**config.mk**
```make
export PLATFORM = sky130hd
export DESIGN_NAME = prog_loader
export DESIGN_NICKNAME = d
export VERILOG_FILES = /design/src/rtl/prog_loader_pkg.sv /design/src/rtl/prog_loader.sv
export SDC_FILE = /design/constraint.sdc
export NUM_CORES = 1
export LEC_CHECK = 0
export CELL_PAD_IN_SITES_DETAIL_PLACEMENT = 0
export CELL_PAD_IN_SITES_GLOBAL_PLACEMENT = 1
export CORE_ASPECT_RATIO = 1.2
export CORE_MARGIN = 8
export CORE_UTILIZATION = 42
export DETAILED_ROUTE_END_ITERATION = 10
export PLACE_DENSITY = 0.78
export SYNTH_ARGS = -nofsm -noshare
export SYNTH_HDL_FRONTEND = slang
export SYNTH_SLANG_ARGS = --single-unit
```
**constraint.sdc**
```tcl
create_clock -name clk -period 2.7 [get_ports clk]
set_clock_uncertainty 0.1 [all_clocks]
set_input_delay 0.54 -clock clk [delete_from_list [all_inputs] [get_ports clk]]
set_output_delay 0.54 -clock clk [all_outputs]
set_load 0.01 [all_outputs]
```
**src/rtl/prog_loader_pkg.sv**
```systemverilog
// -----------------------------------------------------------------------------
// prog_loader_pkg
// Shared definitions for the program loader: FSM state encoding, byte and
// checksum widths, and a helper to derive the number of stream bytes that
// make up one control word.
// -----------------------------------------------------------------------------
package prog_loader_pkg;

  localparam int BYTE_W = 8;
  localparam int CSUM_W = 8;

  typedef enum logic [2:0] {
    IDLE,
    COUNT,
    DATA,
    CHECK,
    DONE,
    ERR
  } state_e;

  // Bytes needed to carry a control word of the given width.
  function automatic int bytes_per_word(input int csize);
    return (csize + BYTE_W - 1) / BYTE_W;
  endfunction

endpackage

```
**src/rtl/prog_loader.sv**
```systemverilog
// -----------------------------------------------------------------------------
// prog_loader
// Loads a program memory from a byte stream: count byte N, then N words of
// W bytes (LSB first), then an 8-bit additive checksum over the data bytes.
// Each completed word is written one cycle after its last byte is accepted.
//
// Ports
//   clk      rising-edge clock
//   reset    asynchronous active-high reset
//   start    one-cycle request to begin a load (ignored while busy)
//   rxData   incoming stream byte
//   rxValid  rxData holds a valid byte
//   rxReady  loader accepts a byte this cycle
//   wrEn     program memory write strobe (one-cycle pulse)
//   wrAddr   program memory write address (word index)
//   wrData   control word to write
//   busy     load in progress (COUNT, DATA, CHECK)
//   done     load completed with a good checksum
//   error    load aborted (bad count or checksum mismatch)
// -----------------------------------------------------------------------------
module prog_loader
  import prog_loader_pkg::*;
#(
  parameter int Psize = 4,
  parameter int Csize = 11
) (
  input  logic             clk,
  input  logic             reset,
  input  logic             start,
  input  logic [7:0]       rxData,
  input  logic             rxValid,
  output logic             rxReady,
  output logic             wrEn,
  output logic [Psize-1:0] wrAddr,
  output logic [Csize-1:0] wrData,
  output logic             busy,
  output logic             done,
  output logic             error
);

  localparam int W         = bytes_per_word(Csize);
  localparam int WORD_BITS = W * BYTE_W;
  localparam int BCNT_W    = (W > 1) ? $clog2(W) : 1;
  // The count can be 2^Psize, which needs one bit more than an address.
  localparam int N_W       = Psize + 1;

  state_e                 state_q, state_d;
  logic [N_W-1:0]         n_q, n_d;
  logic [Psize-1:0]       idx_q, idx_d;
  logic [BCNT_W-1:0]      bcnt_q, bcnt_d;
  logic [WORD_BITS-1:0]   word_q, word_d;
  logic [CSUM_W-1:0]      acc_q, acc_d;
  logic                   wr_en_q, wr_en_d;
  logic [Psize-1:0]       wr_addr_q, wr_addr_d;
  logic [Csize-1:0]       wr_data_q, wr_data_d;

  logic                   accept;
  logic                   last_byte;
  logic                   last_word;
  logic                   bad_count;
  logic [WORD_BITS-1:0]   word_next;
  logic [WORD_BITS+BYTE_W-1:0] shift_in;

  assign busy    = (state_q == COUNT) || (state_q == DATA) || (state_q == CHECK);
  assign rxReady = busy;
  assign done    = (state_q == DONE);
  assign error   = (state_q == ERR);
  assign wrEn    = wr_en_q;
  assign wrAddr  = wr_addr_q;
  assign wrData  = wr_data_q;

  assign accept    = rxValid && rxReady;
  // New bytes enter at the top and move down, so after W bytes the first
  // (least significant) byte sits at bit 0.
  assign shift_in  = {rxData, word_q};
  assign word_next = shift_in[WORD_BITS+BYTE_W-1:BYTE_W];
  assign last_byte = (bcnt_q == BCNT_W'(W - 1));
  assign last_word = (idx_q == Psize'(n_q - N_W'(1)));
  assign bad_count = (rxData == 8'd0) || (int'(rxData) > (1 << Psize));

  // NOTE: every variable gets a default before the case so no path leaves
  // it unassigned; otherwise synthesis infers a latch.
  always_comb begin
    state_d   = state_q;
    n_d       = n_q;
    idx_d     = idx_q;
    bcnt_d    = bcnt_q;
    word_d    = word_q;
    acc_d     = acc_q;
    wr_en_d   = 1'b0;
    wr_addr_d = wr_addr_q;
    wr_data_d = wr_data_q;

    unique case (state_q)
      IDLE, DONE, ERR: begin
        if (start) begin
          state_d = COUNT;
          acc_d   = '0;
          bcnt_d  = '0;
          word_d  = '0;
        end
      end

      COUNT: begin
        if (accept) begin
          if (bad_count) begin
            state_d = ERR;
          end else begin
            n_d     = N_W'(rxData);
            idx_d   = '0;
            state_d = DATA;
          end
        end
      end

      DATA: begin
        if (accept) begin
          word_d = word_next;
          acc_d  = acc_q + CSUM_W'(rxData);
          if (last_byte) begin
            bcnt_d    = '0;
            wr_en_d   = 1'b1;
            wr_addr_d = idx_q;
            // Bits above Csize-1 in the final byte are dropped here.
            wr_data_d = word_next[Csize-1:0];
            if (last_word) begin
              state_d = CHECK;
            end else begin
              idx_d = idx_q + Psize'(1);
            end
          end else begin
            bcnt_d = bcnt_q + BCNT_W'(1);
          end
        end
      end

      CHECK: begin
        if (accept) begin
          state_d = (CSUM_W'(rxData) == acc_q) ? DONE : ERR;
        end
      end

      default: state_d = IDLE;
    endcase
  end

  // NOTE: sequential state uses non-blocking assignments so every flop
  // samples the pre-edge value of every other flop.
  // NOTE: every register, including the word assembly register and the
  // checksum, is reset so outputs and internal state are 0 while reset is high.
  always_ff @(posedge clk or posedge reset) begin
    if (reset) begin
      state_q   <= IDLE;
      n_q       <= '0;
      idx_q     <= '0;
      bcnt_q    <= '0;
      word_q    <= '0;
      acc_q     <= '0;
      wr_en_q   <= 1'b0;
      wr_addr_q <= '0;
      wr_data_q <= '0;
    end else begin
      state_q   <= state_d;
      n_q       <= n_d;
      idx_q     <= idx_d;
      bcnt_q    <= bcnt_d;
      word_q    <= word_d;
      acc_q     <= acc_d;
      wr_en_q   <= wr_en_d;
      wr_addr_q <= wr_addr_d;
      wr_data_q <= wr_data_d;
    end
  end

endmodule
```
==> summary.md <==
| Metric | Value |
|---|---|
| Status | complete, no violations |
| Peak VDD IR | 0.383 mV |
| Reg2reg end | state_q[0] |
| DR pass1 iterations | 4 |
| Routability cong. | 0.812 |
| Gr ovfl total | 0 |
| Overall power | 0.00177 W |
| Post-layout min period | 2.43 ns |
| First-pass GRT wire length | 9150 um |
| WS Path Type | register to output pin |
| Layout cell share with drive strength beyond 1 | 0.144 |
| Total CTS buffers | 5 |
| DIE WIDTH | 83.9 um |
| Min-Delay Path Depth | 2 |
| Post-CTS setup buffer count | 0 |
| Leak pwr | 1.33 nW |
| Slew @ Worst Pin | 0.569 ns |
| Skew-Pair Late Insertion Delay | 0.30 ns |
| DRC Markers | 0 |
| CP bufs+invs | 2 |
| Routed WL per cell | 15.5 um |
| Critical path cell sequence | inv_1, nor3_1, clkdlybuf4s50_1 |
| Number of global-route vias before repair | 1885 |
| Fin. max-slew vios | 0 |
| Post-CTS sizing | 0 |
| Commonest non-fill, non-tap cells in the layout | dfrtp_1 (44), clkdlybuf4s50_1 (31), nand2_1 (30) |
| Pin count of the biggest net entering global routing | 45 |
| Critical path required time | 2.06 ns |
| Routed vias/inst | 5.50 |
| Final Core Density | 0.543 |
| Synth Area per Inst | 10.3 um2 |
| Critical path arrival | 1.79 ns |
| Clock Root Buffer | clkbuf_8 |
| Sequential element share of the synthesized area | 0.473 |
| Fin. Hold Viols | 0 |
| Setup-failing EPs final | 0 |
| Syn Inst Count | 226 |
| Final setup TNS | 0 ns |
| Htree depth | 2 |
| P&R area growth vs syn | 24.5% |
| Most common cell after layout, fill and taps aside | dfrtp_1 |
| Port Buf Inserts | 31 |
| Number of synthesized flops with an enable pin | 0 |
| Setup ws final | 0.270 ns |
| Cell family with most CP delay | buffers and inverters |
| Startpoint types | register |
| Clock Sinks | 44 |
| Synth Register Bits | 44 |
| Reg clk slew, reported paths | 0.09 ns |
| Row cnt | 29 |
| Vias | 1830 |
| # hold bufs at CTS | 0 |
| Post-route ant nets | 0 |
| Max-Slew Margin vs Limit | 0.620 |
| Aggregate global-route resource usage | 0.134 |
| Hold Crit Class | register to register |
| I/O Pins | 32 |
| Reg-to-Reg Start | n_q[0] |
| WL final | 5180 um |
| Hold_ws | 0.387 ns |
| CTS tree | yes |
| Main synth FF type | dfrtp_1 |
| Fmax | 412 MHz |
| DIE AREA | 8190 um2 |
| Antenna violations before repair | 0 |
| Die Y | 97.5 um |
| HPWL after detailed placement | 3780 um |
| Hold_sp | word_q[15] |
| Worst path slowest cell | dfrtp_1 |
| Path depth of the worst reg2reg path | 7 |
| Diodes inserted | 0 |
| Post-synthesis cell type count | 48 |
| Post-Place Worst Slack | 0.00438 ns |
| Syn Nets | 248 |
| RSZ-0062 raised after global routing | no |
| Async SR Flop Fraction | 1.00 |
| Crit-path max FO | 12 |
| Power per Cell Area | 610 nW/um2 |
| CTS Buffer Depth | 2 |
| Yosys Warn Count | 0 |
| Core ar. | 5330 um2 |
| Layout Nets | 292 |
| Worst Hold End | word_q[15] |
| Final period util | 0.900 |
| DR iter-0 viols | 73 |
| R2r setup slk | 0.49 ns |
| Max_cap viols | 0 |
| Initial Util | 0.436 |
| CP Capture Type | output pin |
| Cell Area, Synth | 2330 um2 |
| Max stage delay on crit path | 0.57 ns |
-- final cells by class --
class                      count  area [um2]
clock buffer                   5        68.8
clock inverter                 3        46.3
fill                         490        2440
inverter                      10        37.5
multi-input combinational    162        1130
sequential                    44        1100
tap                           62        77.6
timing repair buffer          47         430
-- metrics by stage --
step	area [um2]	std cells
after floorplan	2330	226
after global placement	2780	325
after detailed placement	2780	325
after CTS	2900	333
after global routing	2900	333
final	2900	333
-- per-layer routing --
metal,share of wire,vias up,track usage
met3,0.038,8,0.0277
li1,-,898,-
met5,0,-,0
met2,0.48,31,0.224
met1,0.46,893,0.163
met4,0.021,0,0.0573
-- worst max path at each step --
stage,from,end,slack [ns],depth (start not counted)
final,state_q[2],done,0.27,3
after global routing,state_q[2],done,0.11,3
after CTS,state_q[2],done,0.26,3
after detailed placement,rxData[0],acc_q[6],0.004,9
after global placement,rxData[0],state_q[2],0.03,7
after floorplan,rxData[0],acc_q[6],0.64,8
-- Yosys cell counts, drive strengths merged, types with 2 or more instances --
cell	count	area (um2)
a211oi	2	15.0
a21o	3	22.5
a21oi	6	30.0
and3	2	12.5
buf	5	33.8
clkbuf	5	18.8
dfrtp	44	1100
ha	9	113
inv	10	37.5
mux2	19	225
mux2i	3	30.0
nand2	30	113
nand2b	3	18.8
nand3	7	35.0
nand4	2	12.5
nor2	10	37.5
nor2b	2	12.5
nor3	5	25.0
nor4	4	31.3
o211ai	2	15.0
o21a	3	22.5
o21ai	23	115
o31ai	4	30.0
o41ai	2	17.5
xnor2	3	26.3
xor2	3	26.3
-- worst reg2reg max path, cell delays in order, from the launching register on --
cell	delay, ns
dfrtp_1	0.43
inv_1	0.07
ha_1	0.31
xor2_1	0.16
nand3_1	0.15
or2_1	0.31
a21oi_1	0.23
mux2_2	0.35
-- where the power goes --
part	switching (W)	internal, W	total [W]
Sequential	0.0000616	0.000699	0.000761
Clock	0.000243	0.000279	0.000522
Combinational	0.000249	0.000234	0.000483
Total	0.000554	0.00121	0.00177
-- registers in the layout, indices dropped and copies added (netlist names) --
| signal | count |
|---|---|
| wrEn | 1 |
| word_q | 8 |
| acc_q | 8 |
| state_q | 3 |
| n_q | 4 |
| wrAddr | 4 |
| wrData | 11 |
| bcnt_q | 1 |
| idx_q | 4 |
-- kinds of logic (layout without fill, tap and decap cells) --
family / after synthesis / in the layout / share of synthesized area
buf+inv: 20 / 65 / 0.0387
mux: 22 / 22 / 0.110
compound gates: 53 / 53 / 0.146
flops: 44 / 44 / 0.473
xor+xnor: 7 / 7 / 0.0323
fa+ha+maj: 10 / 10 / 0.0570
simple gates: 70 / 70 / 0.143
No activity file was read; power rests on OpenSTA's default activity.
==> RTL edit, RTL diff (same settings) <==
Add an input register stage for `rxData`; this delays it by one clock. The other inputs are not delayed to match.
--- a/src/rtl/prog_loader.sv
+++ b/src/rtl/prog_loader.sv
@@ -44,6 +44,12 @@
   // The count can be 2^Psize, which needs one bit more than an address.
   localparam int N_W       = Psize + 1;
 
+  logic [7:0] rxData_q;
+
+  always_ff @(posedge clk) begin
+    rxData_q <= rxData;
+  end
+
   state_e                 state_q, state_d;
   logic [N_W-1:0]         n_q, n_d;
   logic [Psize-1:0]       idx_q, idx_d;
@@ -72,11 +78,11 @@
   assign accept    = rxValid && rxReady;
   // New bytes enter at the top and move down, so after W bytes the first
   // (least significant) byte sits at bit 0.
-  assign shift_in  = {rxData, word_q};
+  assign shift_in  = {rxData_q, word_q};
   assign word_next = shift_in[WORD_BITS+BYTE_W-1:BYTE_W];
   assign last_byte = (bcnt_q == BCNT_W'(W - 1));
   assign last_word = (idx_q == Psize'(n_q - N_W'(1)));
-  assign bad_count = (rxData == 8'd0) || (int'(rxData) > (1 << Psize));
+  assign bad_count = (rxData_q == 8'd0) || (int'(rxData_q) > (1 << Psize));
 
   // NOTE: every variable gets a default before the case so no path leaves
   // it unassigned; otherwise synthesis infers a latch.
@@ -106,7 +112,7 @@
           if (bad_count) begin
             state_d = ERR;
           end else begin
-            n_d     = N_W'(rxData);
+            n_d     = N_W'(rxData_q);
             idx_d   = '0;
             state_d = DATA;
           end
@@ -116,7 +122,7 @@
       DATA: begin
         if (accept) begin
           word_d = word_next;
-          acc_d  = acc_q + CSUM_W'(rxData);
+          acc_d  = acc_q + CSUM_W'(rxData_q);
           if (last_byte) begin
             bcnt_d    = '0;
             wr_en_d   = 1'b1;
@@ -136,7 +142,7 @@
 
       CHECK: begin
         if (accept) begin
-          state_d = (CSUM_W'(rxData) == acc_q) ? DONE : ERR;
+          state_d = (CSUM_W'(rxData_q) == acc_q) ? DONE : ERR;
         end
       end
 
Formal check against the unedited RTL: not equivalent (Yosys sat finds a counterexample within 4 cycles, from zero or initial values and one cycle with reset high).
==> RTL edit against the original RTL <==
- global-route usage shrank 1.2 points
- sequential cell count grew 8
- cell area grew 1.7%
- cell count grew 2.4%
- setup slack gained 0.075 ns
- utilization shrank 2.3 points
- wire length shrank 5.0%
- critical path type unchanged
- largest power group unchanged
- total power grew 8.7%
- area after synthesis grew 6.4%
==> RTL edit: results (changes against the original RTL) <==
Yosys
  – Syn nets: 248 (unchanged)
  – Avg Synthesized Cell Area: 11.0 sq um (+6.4%)
  – Commonest cells in the netlist: dfrtp_1, nand2_1, o21ai_0
  – Yosys Warn Count: 0 (unchanged)
  – Post-synth ARST share: 0.846 (-0.154)
  – Netlist cell types: 45 (-6.3%)
  – Synth area leaders: dfrtp_1, mux2_2, dfxtp_1, nand2_1, o21ai_0
  – Seq/Total Area, Yosys: 0.510 (+0.0362)

Worst setup path
  – CP top delay family: buffers and inverters
  – WP data arrival: 1.71 ns (-0.08 ns)
  – CP max-delay cell: clkdlybuf4s50_1
  – Max FO, Critical Path: 8 (-4)
  – Crit path largest cell delay: 0.54 ns (-0.03 ns)

Cells and area
  – Max reg flops: 11 (unchanged)
  – Fin nets: 282 (-3.4%)
  – Layout cell share with drive strength beyond 1: 0.157 (+0.0132)
  – Antenna diode count: 0 (unchanged)

Pwr
  – Peak VDD IR: 242 uV (-37%)
  – P_sw: 644 uW (+16%)
  – Lkg Pwr: 0.00131 uW (-1.4%)

Clock tree
  – Number of CTS-inserted buffers: 5 (unchanged)
  – CTS Root Buffer Type: clkbuf_8
  – Clk_lat worst skew: 0.30 ns (about the same)
  – Resized cells post-CTS: 0 (unchanged)
  – H-tree levels: 2 (unchanged)
  – Clk pin slew, worst setup/hold paths: 0.10 ns
  – Postcts setup bufs: 0 (unchanged)
  – Clock buffer depth: 2 (unchanged)

Drt
  – Antenna Nets Post-Route: 0 (unchanged)
  – Metal3 WL: 176 um (-11%)
  – TritonRoute pass-1 iters: 4 (unchanged)
  – Top Metal Used: met4
  – Initial DRC Count: 65 (-11%)
  – Drt via density: 4.99 (-9.3%)
  – DR WL/cell: 14.4 um (-7.2%)
  – Met2 WL: 2540 um (+2.1%)
  – Detailed Route WL: 4920 um (-5.0%)
  – Wl on met1: 2180 um (-8.9%)

Timing
  – Max Slew Vio Count: 0 (unchanged)
  – Max-slew headroom: 0.586 (-0.0348)

Placed design
  – Post-DP HPWL: 3590 um (-5.2%)
  – Placement Cell Area: 0.00286 sq mm (+2.7%)
  – Gpl congestion: 0.848 (+4.3%)
  – Placed Cells: 333 (+2.5%)
  – Dpl ws: 0.328 ns (+0.324 ns)
  – IO buf count: 31 (unchanged)

GRT
  – Vias in the first global route: 1700 (-9.8%)
  – Met2 Track Usage GR: 0.209 (-0.0142)
  – Gr usage total: 0.123 (-0.0115)
  – First-pass GRT wire length: 8380 um (-8.4%)
  – GRT overflow: 0 (unchanged)
  – Grt met1 use: 0.146 (-0.0167)
  – M3 GR Usage: 0.0303 (+0.00257)
  – Largest net degree at the start of global routing: 45 (unchanged)
  – Initial antenna violation count: 0 (unchanged)

Worst hold path
  – Worst Hold Class: flip-flop to flip-flop

Status
  – Outcome: finished, final reports clean
-- RTL edit: cell count changes in the layout (fill, tap and decap cells not counted), moves of 5 or more --
cell     change
buf_4       -12
mux2_2       +9
dfxtp_1      +8
nand2_1      +8
nor2_1       -8
mux2_1       -7
inv_1        +6
xnor2_1      +6
nand3_1      -5
-- RTL edit: final timing paths --
path	start	end	slack (ns)	cells after the start
hold reg to reg	word_q[10]	word_q[10]	0.39	2
setup reg to reg	acc_q[0]	acc_q[6]	0.49	9
max in group asynchronous	reset	wrData[9]	1.54	3
setup / recovery	state_q[2]	busy	0.35	4
hold / removal	word_q[10]	word_q[10]	0.39	2
min in group asynchronous	reset	wrData[10]	0.57	3
-- RTL edit: cell type report --
type	count	area (sq um)
flip-flops and latches	52	1260
multi-input cells	151	1100
well taps	80	100
fillers	542	2720
repair buffers	35	340
inverters	15	56.3
clock inverters	3	21.3
clock buffers	5	68.8
-- RTL edit: cell families after synthesis --
kind of cell / share of synthesized area
AND/OR/NAND/NOR: 0.137
buffers and inverters: 0.0465
adder cells (fa/ha/maj): 0.0536
multiplexers: 0.0819
AO/OA/AOI/OAI: 0.130
XOR/XNOR: 0.0420
flip-flops: 0.510
-- RTL edit: power groups by stage --
stage	registers [uW]	logic (uW)	clock network (uW)
after floorplan	919	435	0
after global placement	953	535	0
after detailed placement	955	537	0
after CTS	939	546	465
after global routing	952	603	496
final	937	536	447
-- RTL edit: worst reg2reg max path: cells and delay by family, from the launching register on --
kind                       cells  cell delay [ns]
adders and majority gates      2             0.57
and+or+nand+nor                2             0.21
AOI/OAI and AO/OA              4             0.80
DFF                            1             0.37
buffers and inverters          1             0.06
